**src/rtl/ibex_pkg.sv**
```systemverilog
// Shared Ibex definitions used by the interrupt arbiter: exception cause codes,
// the pending-bit payload and the per-source edge latch state.
package ibex_pkg;

    localparam int unsigned EXC_CAUSE_W = 6;
    localparam int unsigned NUM_FAST    = 15;
    localparam int unsigned FAST_ID_W   = 4;

    typedef logic [EXC_CAUSE_W-1:0] exc_cause_t;

    localparam exc_cause_t EXC_CAUSE_IRQ_SOFTWARE_M = 6'h23;
    localparam exc_cause_t EXC_CAUSE_IRQ_TIMER_M    = 6'h27;
    localparam exc_cause_t EXC_CAUSE_IRQ_EXTERNAL_M = 6'h2B;
    localparam exc_cause_t EXC_CAUSE_IRQ_NM         = 6'h3F;

    // Edge-latched source: IDLE until an edge is seen, PEND until acknowledged.
    typedef enum logic {
        IRQ_IDLE = 1'b0,
        IRQ_PEND = 1'b1
    } irq_src_state_e;

    // Masked pending bits presented to the controller.
    typedef struct packed {
        logic                msip;
        logic                mtip;
        logic                meip;
        logic [NUM_FAST-1:0] mfip;
    } irq_pend_t;

    // Cause code the controller reports when it takes fast interrupt `id`.
    function automatic exc_cause_t exc_cause_irq_fast(input logic [FAST_ID_W-1:0] id);
        return {2'b11, id};
    endfunction

    // Highest set fast line wins; 0 when nothing is pending.
    function automatic logic [FAST_ID_W-1:0] fast_irq_id(input logic [NUM_FAST-1:0] pend);
        logic [FAST_ID_W-1:0] id;
        id = '0;
        for (int unsigned i = 0; i < NUM_FAST; i++) begin
            if (pend[i]) begin
                id = FAST_ID_W'(i);
            end
        end
        return id;
    endfunction

endpackage

```
**src/rtl/ibex_irq_sync.sv**
```systemverilog
// Single-bit multi-flop synchroniser for a raw interrupt line, synchronous active-low reset.
module ibex_irq_sync #(
    parameter int unsigned SYNC_STAGES = 2
) (
    input  logic clk_i,
    input  logic rst_ni,
    input  logic d_i,
    output logic q_o
);

    logic [SYNC_STAGES-1:0] sync_q;

    always_ff @(posedge clk_i) begin
        if (!rst_ni) begin
            sync_q <= '0;
        end else begin
            sync_q <= {sync_q[SYNC_STAGES-2:0], d_i};
        end
    end

    assign q_o = sync_q[SYNC_STAGES-1];

endmodule

```
**src/rtl/ibex_irq_arbiter.sv**
```systemverilog
// Interrupt source side of the controller irq interface: synchronises, latches and masks
// platform interrupts. Optional IBEX_IRQ_ACK_CNT_EN adds a saturating ack counter.
module ibex_irq_arbiter
    import ibex_pkg::*;
#(
    parameter int unsigned   SYNC_STAGES    = 2,
    parameter logic [14:0]   FAST_EDGE_MASK = 15'h0000
) (
    input  logic        CK,
    input  logic        rst_ni,
    input  logic        irq_software_i,
    input  logic        irq_timer_i,
    input  logic        irq_external_i,
    input  logic [14:0] irq_fast_i,
    input  logic        irq_nm_i,
    input  logic        mie_msie_i,
    input  logic        mie_mtie_i,
    input  logic        mie_meie_i,
    input  logic [14:0] mie_mfie_i,
    input  logic        irq_ack_i,
    input  logic [5:0]  irq_ack_cause_i,
    output logic        csr_msip_o,
    output logic        csr_mtip_o,
    output logic        csr_meip_o,
    output logic [14:0] csr_mfip_o,
    output logic        irq_pending_o,
    output logic        irq_nm_o,
    output logic [3:0]  irq_fast_id_o,
    output logic [15:0] irq_ack_cnt_o
);

    localparam int unsigned NUM_RAW   = NUM_FAST + 4;
    localparam int unsigned NUM_SRC   = NUM_FAST + 1;
    localparam int unsigned NMI_IDX   = NUM_FAST;
    localparam int unsigned ACK_CNT_W = 16;

    // Fast lines plus the NMI, which is always edge-latched.
    localparam logic [NUM_SRC-1:0] SRC_EDGE_MASK = {1'b1, FAST_EDGE_MASK};

    logic [NUM_RAW-1:0] raw_irq;
    logic [NUM_RAW-1:0] sync_irq;
    logic [NUM_SRC-1:0] src_line;
    logic [NUM_SRC-1:0] src_pend;

    irq_pend_t            pend_c;
    logic                 pending_c;
    irq_pend_t            pend_q;
    logic                 pending_q;
    logic                 nm_q;
    logic [FAST_ID_W-1:0] fast_id_q;

    assign raw_irq = {irq_nm_i, irq_fast_i, irq_external_i, irq_timer_i, irq_software_i};

    for (genvar g = 0; g < NUM_RAW; g++) begin : gen_sync
        ibex_irq_sync #(
            .SYNC_STAGES(SYNC_STAGES)
        ) u_sync (
            .clk_i (CK),
            .rst_ni(rst_ni),
            .d_i   (raw_irq[g]),
            .q_o   (sync_irq[g])
        );
    end

    assign src_line = sync_irq[NUM_RAW-1:3];

    // Per source: level lines pass straight through, edge lines get an IDLE/PEND latch.
    for (genvar g = 0; g < NUM_SRC; g++) begin : gen_src
        if (SRC_EDGE_MASK[g]) begin : gen_edge
            localparam exc_cause_t ACK_CAUSE = (g == NMI_IDX) ? EXC_CAUSE_IRQ_NM
                                                              : exc_cause_irq_fast(FAST_ID_W'(g));

            irq_src_state_e state_q;
            irq_src_state_e state_d;
            logic           line_d_q;
            logic           rise;
            logic           ack_hit;

            assign rise    = src_line[g] & ~line_d_q;
            assign ack_hit = irq_ack_i && (irq_ack_cause_i == ACK_CAUSE);

            always_ff @(posedge CK) begin
                if (!rst_ni) begin
                    state_q  <= IRQ_IDLE;
                    line_d_q <= 1'b0;
                end else begin
                    state_q  <= state_d;
                    line_d_q <= src_line[g];
                end
            end

            // A fresh edge in the ack cycle keeps the source pending.
            always_comb begin
                state_d = state_q;
                unique case (state_q)
                    IRQ_IDLE: if (rise)             state_d = IRQ_PEND;
                    IRQ_PEND: if (ack_hit && !rise) state_d = IRQ_IDLE;
                endcase
            end

            assign src_pend[g] = (state_q == IRQ_PEND);
        end else begin : gen_level
            assign src_pend[g] = src_line[g];
        end
    end

    always_comb begin
        pend_c      = '0;
        pend_c.msip = sync_irq[0] & mie_msie_i;
        pend_c.mtip = sync_irq[1] & mie_mtie_i;
        pend_c.meip = sync_irq[2] & mie_meie_i;
        pend_c.mfip = src_pend[NUM_FAST-1:0] & mie_mfie_i;
        pending_c   = pend_c.msip | pend_c.mtip | pend_c.meip | (|pend_c.mfip);
    end

    always_ff @(posedge CK) begin
        if (!rst_ni) begin
            pend_q    <= '0;
            pending_q <= 1'b0;
            nm_q      <= 1'b0;
            fast_id_q <= '0;
        end else begin
            pend_q    <= pend_c;
            pending_q <= pending_c;
            nm_q      <= src_pend[NMI_IDX];
            fast_id_q <= fast_irq_id(pend_c.mfip);
        end
    end

    assign csr_msip_o    = pend_q.msip;
    assign csr_mtip_o    = pend_q.mtip;
    assign csr_meip_o    = pend_q.meip;
    assign csr_mfip_o    = pend_q.mfip;
    assign irq_pending_o = pending_q;
    assign irq_nm_o      = nm_q;
    assign irq_fast_id_o = fast_id_q;

`ifdef IBEX_IRQ_ACK_CNT_EN
    logic [ACK_CNT_W-1:0] ack_cnt_q;

    // Saturating count of ack cycles.
    always_ff @(posedge CK) begin
        if (!rst_ni) begin
            ack_cnt_q <= '0;
        end else if (irq_ack_i && (ack_cnt_q != {ACK_CNT_W{1'b1}})) begin
            ack_cnt_q <= ack_cnt_q + ACK_CNT_W'(1);
        end
    end

    assign irq_ack_cnt_o = ack_cnt_q;
`else
    assign irq_ack_cnt_o = ACK_CNT_W'(0);
`endif

endmodule

```
**config.mk**
```make
export PLATFORM = sky130hd
export DESIGN_NAME = ibex_irq_arbiter
export DESIGN_NICKNAME = d
export VERILOG_FILES = /design/src/rtl/ibex_pkg.sv /design/src/rtl/ibex_irq_sync.sv /design/src/rtl/ibex_irq_arbiter.sv
export SDC_FILE = /design/constraint.sdc
export NUM_CORES = 1
export LEC_CHECK = 0
export ABC_CLOCK_PERIOD_IN_PS = 3700
export CORE_UTILIZATION = 25
export CTS_CLUSTER_DIAMETER = 40
export DETAILED_ROUTE_END_ITERATION = 6
export DONT_BUFFER_PORTS = 1
export PLACE_DENSITY = 0.48
export SLEW_MARGIN = 15
export SYNTH_ARGS = -nofsm -noshare
export SYNTH_HDL_FRONTEND = slang
export SYNTH_SLANG_ARGS = --single-unit
```
**constraint.sdc**
```tcl
create_clock -name CK -period 3.7 [get_ports CK]
set_input_delay 0.74 -clock CK [delete_from_list [all_inputs] [get_ports CK]]
set_output_delay 0.74 -clock CK [all_outputs]
set_load 0.02 [all_outputs]
```
==> results by group <==
Clock tree
  – Post CTS Setup Buffer Count: 0
  – Root buffer cell: clkbuf_8
  – H-tree depth: 3
  – Clock latency on the worst-skew pair: 330 ps
  – Hold Buf Count CTS: 0
  – Sink Count: 64
  – CTS buffer count: 9
  – Clock buffer depth: 2
  – PostCTS Resize Cnt: 0
  – CTS tree: yes
  – Reg clk slew, reported paths: 70 ps

Logic synthesis
  – EDFF count, synth: 0
  – Synth top area share: 0.634
  – Avg Cell Area, Syn: 10.8 sq um
  – Synth Flop Type: dfxtp_1
  – Seq/Total Area, Yosys: 0.634
  – Synthesized flop and latch total: 64
  – Synthesis Warnings: 0
  – Cell accounting for the most synthesized area: dfxtp_1
  – Async S/R FF share, synth: 0
  – XOR/XNOR Fraction of Synth Area: 0
  – Post-synthesis mux area share: 0
  – Post-synthesis adder-cell area fraction: 0
  – Top-count cell post-synth: dfxtp_1
  – Main combinational cell family by area after synthesis: simple AND/OR/NAND/NOR gates
  – Synth cell types: 25
  – Largest cells by area after synthesis: dfxtp_1 63%, and2_1 12%, buf_4 5.9%
  – Post-synthesis cell area: 2020 sq um
  – Synth Area in Simple Gates: 0.220
  – Synth cell count leaders: 64 x dfxtp_1, 40 x and2_1, 16 x buf_4, 11 x nand2_1, 10 x nor2_1
  – Post-synthesis compound-gate area fraction: 0.0694
  – Gate Count Post-Synth: 187

Drt
  – Initial DRC Count: 42
  – Per-cell routed wire length: 12.2 um
  – Via count of the routed design: 1151
  – Via/cell ratio: 3.85
  – Total Wirelength: between 3 and 4 mm
  – DRC: 0
  – Drt pass-1 iters: 4
  – Antenna Nets Post-Route: 0

Setup path
  – Data arrival, critical path: a little under 800 ps
  – Reg-to-reg slack, setup: 2350 ps
  – Register-to-Register Path Depth: 4
  – CP Launch Type: flop
  – RR Endpoint: irq_pending_o
  – Critical path required time: 2960 ps
  – CP Max Fanout: 1
  – Worst R2R Start: gen_sync[13].u_sync.sync_q[1]
  – Crit path kind: reg -> out
  – Critical path endpoint category: primary output

Run
  – Max_cap viols: 0

Hold path
  – Hold Path Depth: 1
  – Hold Path Class: reg -> reg
  – Hold Crit Endpoint: gen_src[15].gen_edge.state_q
  – Hold path start: gen_src[15].gen_edge.line_d_q

Finish
  – Layout fillers: between 800 and 900
  – Fin util: 0.295
  – Nets: ~240
  – Area Growth Syn to Fin: 13.6%
  – Share of post-route cells with drive strength above 1: 0.107

Power
  – Leakage: 0.950 nW
  – PwrDens: 633 nW/um^2
  – Maximum vdd drop: 152 uV

Timing
  – Pins Over Slew Limit: 0
  – Final Skew: 8.90 ps
  – Final WS setup: 2190 ps
  – F_max: roughly 0.66 GHz
  – Tcrit/Tclk final: 0.409
  – Final-report hold violation count: 0
  – Fin crit period: between 1500 and 2000 ps
  – Final setup fails: 0
  – RSZ-0062 raised after global routing: no
  – Fin Setup TNS: 0 ps

GRT
  – Initial antenna violation count: 2
  – Total GRT Usage: 0.0907
  – Grt ovf: 0
  – First-pass GRT wire length: between 5 and 6 mm
  – Largest net degree at the start of global routing: 54
  – Vias in the first global route: 1088

Floorplan
  – Core area: a little under 8000 sq um
  – Row cnt: 32
  – Die W: a little over 90 um
  – Total Die Area: 8440 sq um
  – Die Ht: around 92 um
  – Starting Density: 0.260
  – Top-Level Pins: 86

Placement
  – Place WS: 1970 ps
  – Gpl congestion: 0.738
  – IO buf count: 0
  – Placed wire-length estimate: 2.65 mm

Outcome
  – Status: finished, final reports clean
## final cells by class
type | count | area, sq um | share of cell area
diodes | 1 | 2.50 | 0.00109
clock buffers | 10 | 138 | 0.0600
clock inverters | 6 | 92.6 | 0.0404
inverters | 2 | 7.51 | 0.00327
multi-input cells | 114 | 644 | 0.281
flip-flops and latches | 64 | 1280 | 0.559
well taps | 102 | 128 | 0.0556
## cells in the final DEF, fill, tap and decap left out, types with 3 or more instances in the layout
cell type and n:
nand2_2 3, nor2_1 10, nand2_1 11, dfxtp_1 64, nand3_1 5, and2_1 40, a22oi_1 3, and3_1 8
clkbuf_8 10, conb_1 16
## per-layer routing
layer  wire length (um)  vias to the layer above  global-route usage  part of all wire
met5                  8                        -                   0            0.0022
met4                140                        2              0.0911             0.039
met3                414                       14              0.0531              0.11
met2               1560                       49               0.124              0.43
met1               1510                      488              0.0938              0.42
li1                   -                      598                   -                 -
## sequential cells by signal, summed over array words and instances, names as in the netlist
signal,flops
csr_mtip_o,1
irq_pending_o,1
gen_sync.u_sync.sync_q,38
csr_msip_o,1
gen_src.gen_edge.line_d_q,1
irq_nm_o,1
gen_src.gen_edge.state_q,1
irq_fast_id_o,4
csr_meip_o,1
csr_mfip_o,15
## how the worst max path moves through the flow
stage / startpoint / cells after the start / end / slack, ps
after floorplan: mie_mfie_i[10] / 4 / irq_pending_o / 2060
after CTS: csr_mfip_o[4] / 0 / csr_mfip_o[4] / 2160
after global routing: csr_mfip_o[4] / 0 / csr_mfip_o[4] / 2150
after detailed placement: mie_mfie_i[10] / 4 / irq_pending_o / 1970
after global placement: mie_mfie_i[10] / 4 / irq_pending_o / 2000
final: csr_mfip_o[4] / 0 / csr_mfip_o[4] / 2190
## metrics by stage
stage / power, W / hold WS [ps] / instance area [sq um] / std cells
2_1_floorplan: 0.000815 / 391 / 2080 / 202
3_3_place_gp: 0.000807 / 398 / 2060 / 282
3_5_place_dp: 0.000807 / 407 / 2060 / 282
4_1_cts: 0.00147 / 420 / 2290 / 298
5_1_grt: 0.00151 / 436 / 2290 / 299
6_report: 0.00145 / 414 / 2290 / 299
## logic make-up after synthesis
kind of cell | count (synthesis)
other cells | 1
simple gates | 80
buf+inv | 24
flops | 64
compound gates | 18
## report_power, final
part | leakage, nW | internal [W] | total [W] | switching, W
clock | 0.109 | 0.000399 | 0.000661 | 0.000262
sequential | 0.526 | 0.000718 | 0.000738 | 0.0000200
combinational | 0.316 | 0.0000216 | 0.0000530 | 0.0000314
(Power assumes the default switching activity.)
